$ cat src/rtl/store_queue_if.sv
// Store-queue port bundle: dispatch/FU/ROB side plus the D-cache store port.
// Latency: none (signal container only).
// Backpressure: store_en/store_accepted handshake; allocation gated by full.
// Ports (slave = queue side):
//   alloc_en/alloc_size -> alloc_idx/full/empty/count   dispatch allocation
//   exec_en/exec_idx/exec_addr/exec_data                store FU writeback
//   commit_en, flush                                    ROB retire / squash
//   proc2Dcache_addr_store/data_store, is_32_bit, is_16_bit, store_en -> cache
//   store_accepted                                      <- cache
interface store_queue_if #(
  parameter int SQ_DEPTH = 8,
  parameter int IDX_W    = $clog2(SQ_DEPTH)
);
  logic             alloc_en;
  logic [1:0]       alloc_size;
  logic [IDX_W-1:0] alloc_idx;
  logic             full;
  logic             empty;
  logic [IDX_W:0]   count;
  logic             exec_en;
  logic [IDX_W-1:0] exec_idx;
  logic [31:0]      exec_addr;
  logic [31:0]      exec_data;
  logic             commit_en;
  logic             flush;
  logic [31:0]      proc2Dcache_addr_store;
  logic [31:0]      proc2Dcache_data_store;
  logic             is_32_bit;
  logic             is_16_bit;
  logic             store_en;
  logic             store_accepted;

  modport slave (
    input  alloc_en, alloc_size, exec_en, exec_idx, exec_addr, exec_data,
           commit_en, flush, store_accepted,
    output alloc_idx, full, empty, count, proc2Dcache_addr_store,
           proc2Dcache_data_store, is_32_bit, is_16_bit, store_en
  );

  modport master (
    output alloc_en, alloc_size, exec_en, exec_idx, exec_addr, exec_data,
           commit_en, flush, store_accepted,
    input  alloc_idx, full, empty, count, proc2Dcache_addr_store,
           proc2Dcache_data_store, is_32_bit, is_16_bit, store_en
  );
endinterface

$ cat src/rtl/store_queue.sv
// In-order store queue: allocate at dispatch, fill at execute, commit at retire, drain to D-cache.
// Latency: a committed+ready head presents store_en the cycle after its last state change; one pop per cycle.
// Backpressure: head held stable until store_accepted; alloc_en ignored while full (pre-edge count).
// Ports:
//   clock  - single clock, all state on posedge
//   reset  - synchronous active-low
//   sq     - store_queue_if.slave (dispatch, FU, ROB and cache-store signals)
module store_queue #(
  parameter int SQ_DEPTH = 8,
  parameter int IDX_W    = $clog2(SQ_DEPTH)
) (
  input logic          clock,
  input logic          reset,
  store_queue_if.slave sq
);

  localparam int PTR_W = IDX_W + 1;
  typedef logic [PTR_W-1:0] ptr_t;

  // Per-entry state
  logic [SQ_DEPTH-1:0] valid_q, valid_d;
  logic [SQ_DEPTH-1:0] ready_q, ready_d;
  logic [SQ_DEPTH-1:0] cmtd_q, cmtd_d;
  logic [1:0]          size_q [SQ_DEPTH];
  logic [1:0]          size_d [SQ_DEPTH];
  logic [31:0]         addr_q [SQ_DEPTH];
  logic [31:0]         addr_d [SQ_DEPTH];
  logic [31:0]         data_q [SQ_DEPTH];
  logic [31:0]         data_d [SQ_DEPTH];

  // Pointers carry a wrap bit so full and empty are distinguishable
  ptr_t head_q, head_d;
  ptr_t cptr_q, cptr_d;
  ptr_t tail_q, tail_d;

  logic [IDX_W-1:0] head_idx;
  logic [IDX_W-1:0] cptr_idx;
  logic [IDX_W-1:0] tail_idx;
  ptr_t             count_w;
  logic             full_w;
  logic             store_en_w;
  logic             do_pop;
  logic             do_commit;
  logic             do_alloc;
  logic             do_exec;
  ptr_t             cptr_post;
  ptr_t             flush_span;

  assign head_idx = head_q[IDX_W-1:0];
  assign cptr_idx = cptr_q[IDX_W-1:0];
  assign tail_idx = tail_q[IDX_W-1:0];

  assign count_w    = tail_q - head_q;
  assign full_w     = (count_w == ptr_t'(SQ_DEPTH));
  assign store_en_w = valid_q[head_idx] & cmtd_q[head_idx] & ready_q[head_idx];

  assign do_pop    = store_en_w & sq.store_accepted;
  assign do_commit = sq.commit_en & (cptr_q != tail_q);
  // Flush owns the tail this cycle, so a same-cycle allocation is dropped.
  assign do_alloc  = sq.alloc_en & ~full_w & ~sq.flush;
  // Only a valid entry can be written; the tail slot is never valid when
  // allocatable, so execute-vs-allocate on one index resolves to allocate.
  assign do_exec   = sq.exec_en & valid_q[sq.exec_idx];

  // Commit is applied before flush truncation so a store retiring in the
  // flush cycle survives.
  assign cptr_post  = cptr_q + ptr_t'(do_commit);
  assign flush_span = tail_q - cptr_post;

  always_comb begin
    logic [IDX_W-1:0] off;
    off     = '0;
    valid_d = valid_q;
    ready_d = ready_q;
    cmtd_d  = cmtd_q;
    size_d  = size_q;
    addr_d  = addr_q;
    data_d  = data_q;
    head_d  = head_q;
    cptr_d  = cptr_q;
    tail_d  = tail_q;

    if (do_exec) begin
      addr_d[sq.exec_idx]  = sq.exec_addr;
      data_d[sq.exec_idx]  = sq.exec_data;
      ready_d[sq.exec_idx] = 1'b1;
    end

    if (do_alloc) begin
      valid_d[tail_idx] = 1'b1;
      ready_d[tail_idx] = 1'b0;
      cmtd_d[tail_idx]  = 1'b0;
      size_d[tail_idx]  = sq.alloc_size;
      tail_d            = tail_q + ptr_t'(1);
    end

    if (do_commit) begin
      cmtd_d[cptr_idx] = 1'b1;
      cptr_d           = cptr_post;
    end

    if (do_pop) begin
      valid_d[head_idx] = 1'b0;
      ready_d[head_idx] = 1'b0;
      cmtd_d[head_idx]  = 1'b0;
      head_d            = head_q + ptr_t'(1);
    end

    // Squash every entry in [cptr_post, tail): distance from the commit
    // pointer, taken modulo the depth, below the uncommitted span.
    if (sq.flush) begin
      for (int i = 0; i < SQ_DEPTH; i++) begin
        off = IDX_W'(i) - cptr_post[IDX_W-1:0];
        if ({1'b0, off} < flush_span) begin
          valid_d[i] = 1'b0;
          ready_d[i] = 1'b0;
        end
      end
      tail_d = cptr_post;
    end
  end

  always_ff @(posedge clock) begin
    if (!reset) begin
      valid_q <= '0;
      ready_q <= '0;
      cmtd_q  <= '0;
      for (int i = 0; i < SQ_DEPTH; i++) begin
        size_q[i] <= 2'b00;
        addr_q[i] <= 32'h0;
        data_q[i] <= 32'h0;
      end
      head_q <= '0;
      cptr_q <= '0;
      tail_q <= '0;
    end else begin
      valid_q <= valid_d;
      ready_q <= ready_d;
      cmtd_q  <= cmtd_d;
      size_q  <= size_d;
      addr_q  <= addr_d;
      data_q  <= data_d;
      head_q  <= head_d;
      cptr_q  <= cptr_d;
      tail_q  <= tail_d;
    end
  end

  assign sq.alloc_idx              = tail_idx;
  assign sq.full                   = full_w;
  assign sq.empty                  = (count_w == '0);
  assign sq.count                  = count_w;
  assign sq.store_en               = store_en_w;
  assign sq.proc2Dcache_addr_store = addr_q[head_idx];
  assign sq.proc2Dcache_data_store = data_q[head_idx];
  assign sq.is_32_bit              = size_q[head_idx][1];
  assign sq.is_16_bit              = (size_q[head_idx] == 2'b01);

endmodule

$ cat src/flat_wrapper.sv
// flat-port wrapper written by rule: the top's interface ports become plain ports
module store_queue_flat 
#(
  parameter int SQ_DEPTH = 8,
  parameter int IDX_W    = $clog2(SQ_DEPTH)
)
  (clock, reset, sq_alloc_en, sq_alloc_size, sq_exec_en, sq_exec_idx, sq_exec_addr, sq_exec_data, sq_commit_en, sq_flush, sq_store_accepted, sq_alloc_idx, sq_full, sq_empty, sq_count, sq_proc2Dcache_addr_store, sq_proc2Dcache_data_store, sq_is_32_bit, sq_is_16_bit, sq_store_en);
  store_queue_if #(.SQ_DEPTH(SQ_DEPTH), .IDX_W(IDX_W)) sq_i ();
  input logic clock;
  input logic reset;
  input wire logic [$bits(sq_i.alloc_en)-1:0] sq_alloc_en;
  input wire logic [$bits(sq_i.alloc_size)-1:0] sq_alloc_size;
  input wire logic [$bits(sq_i.exec_en)-1:0] sq_exec_en;
  input wire logic [$bits(sq_i.exec_idx)-1:0] sq_exec_idx;
  input wire logic [$bits(sq_i.exec_addr)-1:0] sq_exec_addr;
  input wire logic [$bits(sq_i.exec_data)-1:0] sq_exec_data;
  input wire logic [$bits(sq_i.commit_en)-1:0] sq_commit_en;
  input wire logic [$bits(sq_i.flush)-1:0] sq_flush;
  input wire logic [$bits(sq_i.store_accepted)-1:0] sq_store_accepted;
  output wire logic [$bits(sq_i.alloc_idx)-1:0] sq_alloc_idx;
  output wire logic [$bits(sq_i.full)-1:0] sq_full;
  output wire logic [$bits(sq_i.empty)-1:0] sq_empty;
  output wire logic [$bits(sq_i.count)-1:0] sq_count;
  output wire logic [$bits(sq_i.proc2Dcache_addr_store)-1:0] sq_proc2Dcache_addr_store;
  output wire logic [$bits(sq_i.proc2Dcache_data_store)-1:0] sq_proc2Dcache_data_store;
  output wire logic [$bits(sq_i.is_32_bit)-1:0] sq_is_32_bit;
  output wire logic [$bits(sq_i.is_16_bit)-1:0] sq_is_16_bit;
  output wire logic [$bits(sq_i.store_en)-1:0] sq_store_en;
  assign sq_i.alloc_en = sq_alloc_en;
  assign sq_i.alloc_size = sq_alloc_size;
  assign sq_i.exec_en = sq_exec_en;
  assign sq_i.exec_idx = sq_exec_idx;
  assign sq_i.exec_addr = sq_exec_addr;
  assign sq_i.exec_data = sq_exec_data;
  assign sq_i.commit_en = sq_commit_en;
  assign sq_i.flush = sq_flush;
  assign sq_i.store_accepted = sq_store_accepted;
  assign sq_alloc_idx = sq_i.alloc_idx;
  assign sq_full = sq_i.full;
  assign sq_empty = sq_i.empty;
  assign sq_count = sq_i.count;
  assign sq_proc2Dcache_addr_store = sq_i.proc2Dcache_addr_store;
  assign sq_proc2Dcache_data_store = sq_i.proc2Dcache_data_store;
  assign sq_is_32_bit = sq_i.is_32_bit;
  assign sq_is_16_bit = sq_i.is_16_bit;
  assign sq_store_en = sq_i.store_en;
  store_queue #(.SQ_DEPTH(SQ_DEPTH), .IDX_W(IDX_W)) u_core (.clock(clock), .reset(reset), .sq(sq_i));
endmodule
$ cat config.mk
export PLATFORM = sky130hd
export DESIGN_NAME = store_queue_flat
export DESIGN_NICKNAME = d
export VERILOG_FILES = /design/src/rtl/store_queue_if.sv /design/src/rtl/store_queue.sv /design/src/flat_wrapper.sv
export SDC_FILE = /design/constraint.sdc
export NUM_CORES = 1
export LEC_CHECK = 0
export ABC_AREA = 1
export CORE_UTILIZATION = 50
export CTS_BUF_LIST = sky130_fd_sc_hd__clkbuf_4
export DETAILED_ROUTE_END_ITERATION = 6
export PLACE_DENSITY = 0.74
export SLEW_MARGIN = 20
export SYNTH_ARGS = -nofsm -noshare
export SYNTH_HDL_FRONTEND = slang
export SYNTH_SLANG_ARGS = --single-unit
$ cat constraint.sdc
create_clock -name clock -period 7.6 [get_ports clock]
set_clock_uncertainty 0.05 [all_clocks]
set_input_delay 1.52 -clock clock [delete_from_list [all_inputs] [get_ports clock]]
set_output_delay 1.52 -clock clock [all_outputs]
set_load 0.03 [all_outputs]
==> metrics.cfg, run 1 <==
[status]
status=finished, final reports clean

[yosys]
ys_ff_latch=564
synth_area_leaders=dfxtp_1, a21oi_1, nand2_1
synth_top_cell_area_share_pct=43.54
synth_cell_type_count=28
synth_top_area_cell=dfxtp_1
synth_nets=3867
netlist_area_um2=25930
postSynthAreaPerCell_um2=6.884
synthCells=3767
yosys_warnings=0
seq_area_frac_synth_pct=43.54

[setup_path]
r2r_cells=17
arrival_ps=4630
reg2reg_setup_slack_ps=3160
startpoint_type=flop
crit_type=reg2out
endpoint_kind=primary output
r2r-start=u_core.tail_q[1]
cp_max_fo=98
r2r_end=u_core.ready_q[3]
required_ps=6030

[cts]
cts_buffers=152
ctsHoldBuffers=0
cts_root_buf=clkbuf_4
cts_setup_buffers=0
cts_resized=0
cts_htree_levels=4
clock_latency_ps=970
cts_tree=yes
cts_buffer_depth=3
cts_sinks=564
path_clk_slew_ps=60

[hold_path]
min_path_type=reg2reg
hp-start=u_core.data_q[26]
min_path_cells=2
holdPathEnd=u_core.data_q[26]

[grt]
grt_start_max_net_pins=162
grt_overflow_total=0
antenna_found_initial=1
grt_pass1_wl_um=122700
grt_util_all_layers_pct=28.67
first_global_vias=22860

[floorplanning]
rows=83
start_util_pct=50.55
die_y_um=229.7
die_area_um2=52780
io_pins=152
die_w_um=229.7
core_um2=51300

[place]
place_congestion=0.8518
dp_cells=4328
placed_area_um2=27440
numPortBuffers=151
hpwl_um=41200

[route]
wire_per_inst_um=16.84
num_vias=25270
drc_errors=0
drt_iter0_drc=2581
ant_nets=0
vias_per_cell=5.508
drt_pass1_iterations=6
drt-total-wl_um=77270

[final_layout]
finalInstanceArea_um2=29370
fin_cells=4588
regArea_um2=11290
layout_commonest_cell=a21oi_1
fillers=5044
layout-drive-gt1-share_pct=7.755
multiInputGateArea_um2=11880
nets=3903
area_growth_pct=13.24
mostFrequentLayoutCells=a21oi_1, nand2_1, dfxtp_1

[timing]
min_period_ps=6198
drv_slew=0
fin_crit_sh_pct=81.55
fmax_mhz=161.4
finalHoldViolations=0
final-setup-viol-count=0
rsz0062_at_grt=false
tns_ps=0
worst_pin_slew_ps=1110
slew_headroom_pct=26.03

[power]
max-vdd-ir-drop_uv=171.8
p_per_area_nw_per_um2=243.0
p_leak_nw=11.40

[job]
maxCapViolations=0

## logic make-up (layout without fill, tap and decap cells)
family | Yosys count | count (layout) | synth area share (%)
compound gates | 1150 | 1150 | 22.74
flops | 564 | 564 | 43.54
buf+inv | 737 | 877 | 11.07
xor+xnor | 17 | 17 | 0.5741
other cells | 0 | 1 | 0
fa+ha+maj | 24 | 24 | 1.216
simple gates | 1275 | 1275 | 20.85
## power by group
| group | internal (mW) | leakage [nW] | switching, mW |
|---|---|---|---|
| combinational | 0.486 | 5.70 | 0.867 |
| sequential | 3.02 | 4.55 | 0.0601 |
| clock | 1.44 | 1.15 | 1.26 |
## flip-flops by register name (all words and copies together) (netlist names)
register        flops
u_core.addr_q     256
u_core.cmtd_q       8
u_core.cptr_q       4
u_core.data_q     256
u_core.head_q       4
u_core.ready_q      8
u_core.size_q      16
u_core.tail_q       4
u_core.valid_q      8
## worst max-delay path, cell delays in order, from the launching register on
cell and delay, ps:
dfxtp_4 670, inv_6 380, nor2_4 180, buf_4 480, inv_2 560, o21ai_0 410
inv_1 100, nand4_1 110, clkdlybuf4s50_1 710
## cells in the mapped netlist
master,number
nor3_1,13
o21a_1,2
buf_4,15
a21oi_1,639
clkinv_1,2
xnor2_1,6
xor2_1,11
nand3_1,108
nor2_2,3
buf_1,31
fa_1,2
nand4_1,172
a31oi_1,5
ha_1,22
buf_2,37
nand3_2,4
clkbuf_1,218
o211ai_1,41
inv_1,432
o221ai_1,1
or2_2,3
dfxtp_1,564
a211oi_1,2
nor2_1,362
o21ai_0,452
o21bai_1,8
clkbuf_2,2
nand2_1,610
## per-stage QoR
step           hold slack, ps  total power, mW  util, %  setup slack (ps)
2_1_floorplan           370.0            4.103        -              3402
3_3_place_gp            378.6            4.458    53.49              1945
3_5_place_dp            383.0            4.477    53.49              1828
4_1_cts                 391.9            7.171    57.18              1403
5_1_grt                 406.7            7.545    57.24              1248
6_report                390.2            7.135    57.24              1402
## how the worst max path moves through the flow
stage	start	to	slack [ps]	cells past startpoint
finish	u_core.head_q[0]	sq_proc2Dcache_data_store[30]	1400	8
CTS	u_core.head_q[0]	sq_proc2Dcache_data_store[6]	1400	8
global placement	sq_exec_idx[1]	u_core.addr_q[154]	1940	12
global route	u_core.head_q[0]	sq_proc2Dcache_data_store[2]	1250	8
detailed placement	sq_exec_idx[1]	u_core.addr_q[141]	1830	12
floorplan	u_core.tail_q[0]	sq_empty	3400	7
## final cells by class
cell class | count | area share (%)
tap | 680 | 2.897
clock inverter | 26 | 0.5283
inverter | 434 | 5.582
timing repair buffer | 185 | 6.135
sequential | 564 | 38.46
antenna | 1 | 0.008522
clock buffer | 232 | 5.931
multi-input combinational | 2466 | 40.46
## routing by layer
layer  vias to the layer above  global-route usage, %  share of wire, %
met5                         -                      0                 0
met3                       131                  6.225               8.7
met2                      1074                  44.72                45
met1                     11530                  38.75                44
li1                      12540                      -                 -
met4                         0                  10.70               2.2
(Power assumes the default switching activity.)
==> run 2, diff against run 1 <==
Settings changed: PLACE_DENSITY 0.74 to 0.76.
Clock period 7.6 ns to 5 ns, I/O delays scaled along.
==> run 2 against run 1 <==
Non-clock buffer count grew 16. Core utilization increased by 0.32 points. Die area unchanged. Critical path type unchanged. Largest power group unchanged. Highest routed layer is now met5.
==> metrics.cfg, run 2 (synthesis results as in run 1) <==
[power]
p_sw_share_pct=30.48
p_per_area_nw_per_um2=363.9
switchingPower_mw=3.276
total_power_mw=10.75
p_clk_share_pct=37.3
p_leak_nw=11.48
p_comb_share_pct=19.2
power_frac_seq_pct=43.6
max-vdd-ir-drop_uv=238.6
p_int_mw=7.470

[setup_path]
startpoint_type=flop
endpoint_kind=primary output
arrival_ps=3700
cp_max_fo=158
required_ps=3950
crit_type=reg2out

[final_layout]
layout-drive-gt1-share_pct=8.109
reg_top3=u_core.addr_q (256), u_core.data_q (256), u_core.size_q (16)
nets=3915
postLayoutCoreUtil_pct=57.57
regArea_um2=11300
finalInstanceArea_um2=29530
mostFrequentLayoutCells=a21oi_1, nand2_1, dfxtp_1
multiInputGateArea_um2=11910
area_growth_pct=13.88
fillers=4984
layout_commonest_cell=a21oi_1
fin_cells=4594

[place]
post-place-ws_ps=724.0
place_congestion=0.8869
hpwl_um=41940
placed_area_um2=27640
numPortBuffers=151
dp_cells=4342

[grt]
grt_overflow_total=0
grt_start_max_net_pins=212
grt_pass1_wl_um=123100
antenna_found_initial=3
first_global_vias=22760
grt_util_all_layers_pct=29.03

[route]
wire_per_inst_um=17.03
ant_nets=0
drt_iter0_drc=2668
drc_errors=0
vias_per_cell=5.511
num_vias=25320
drt-total-wl_um=78220
drt_pass1_iterations=7

[timing]
whs_ps=339.0
min_period_ps=4749
fin_crit_sh_pct=94.97
worst_pin_slew_ps=1082
fmax_mhz=210.6
fin_ws_ps=251.5
slew_headroom_pct=27.86
tns_ps=0
final-setup-viol-count=0
drv_slew=0
finalHoldViolations=0
rsz0062_at_grt=false

[cts]
clock_latency_ps=1020
cts_buffer_depth=3
cts_htree_levels=4
cts_sinks=564
path_clk_slew_ps=60
cts_buffers=148
cts_tree=yes
ctsHoldBuffers=0
cts_root_buf=clkbuf_4

[status]
status=finished, final reports clean

[floorplanning]
die_w_um=229.7
die_y_um=229.7
io_pins=152
die_area_um2=52780
start_util_pct=50.55
core_um2=51300
rows=83

[hold_path]
min_path_type=in2reg

[job]
maxCapViolations=0

==> run 2: worst paths after layout <==
| check | from | end | slack [ps] | depth (start not counted) |
|---|---|---|---|---|
| worst max-delay path | u_core.head_q[0] | sq_proc2Dcache_addr_store[30] | 250 | 7 |
| worst min-delay path | reset | u_core.data_q[203] | 340 | 3 |
| worst max register to register | u_core.tail_q[1] | u_core.ready_q[3] | 1070 | 18 |
| worst min register to register | u_core.data_q[165] | u_core.data_q[165] | 390 | 2 |
==> run 2: power groups by stage <==
stage,Combinational (mW),Sequential (mW),Clock (mW)
6_report,2.06,4.68,4.00
3_3_place_gp,2.00,4.77,0
5_1_grt,2.35,4.69,4.32
4_1_cts,2.04,4.68,4.07
2_1_floorplan,1.50,4.74,0
3_5_place_dp,2.03,4.78,0
==> run 2: what timing repair did <==
action / CTS / global route
setup buffers: 0 / 3
resized for setup: 3 / 11
pin swaps: 0 / 1
setup endpoints to repair: 34 / 35
cloned: 0 / 0
==> run 2: metal layers <==
layer  vias to the layer above  share of wire, %  GRT usage (%)
met4                         2               2.7          11.80
li1                      12540                 -              -
met2                      1087                45          45.39
met3                       176               8.6          6.362
met1                     11510                43          38.74
met5                         -             0.015              0
==> run 2: cell type report <==
cell class                 count  share of cell area, %
tap                          680                  2.881
timing repair buffer         201                  6.808
antenna                        5                0.04237
inverter                     434                  5.567
multi-input combinational   2466                  40.32
sequential                   564                  38.26
clock inverter                21                 0.4576
clock buffer                 223                  5.669
==> run 2: worst max-delay path, stage by stage (launching register included) <==
cell	delay, ps
dfxtp_4	420
buf_12	550
nor2_4	80
buf_4	170
buf_4	230
a211oi_1	360
o221ai_1	210
clkdlybuf4s50_1	640
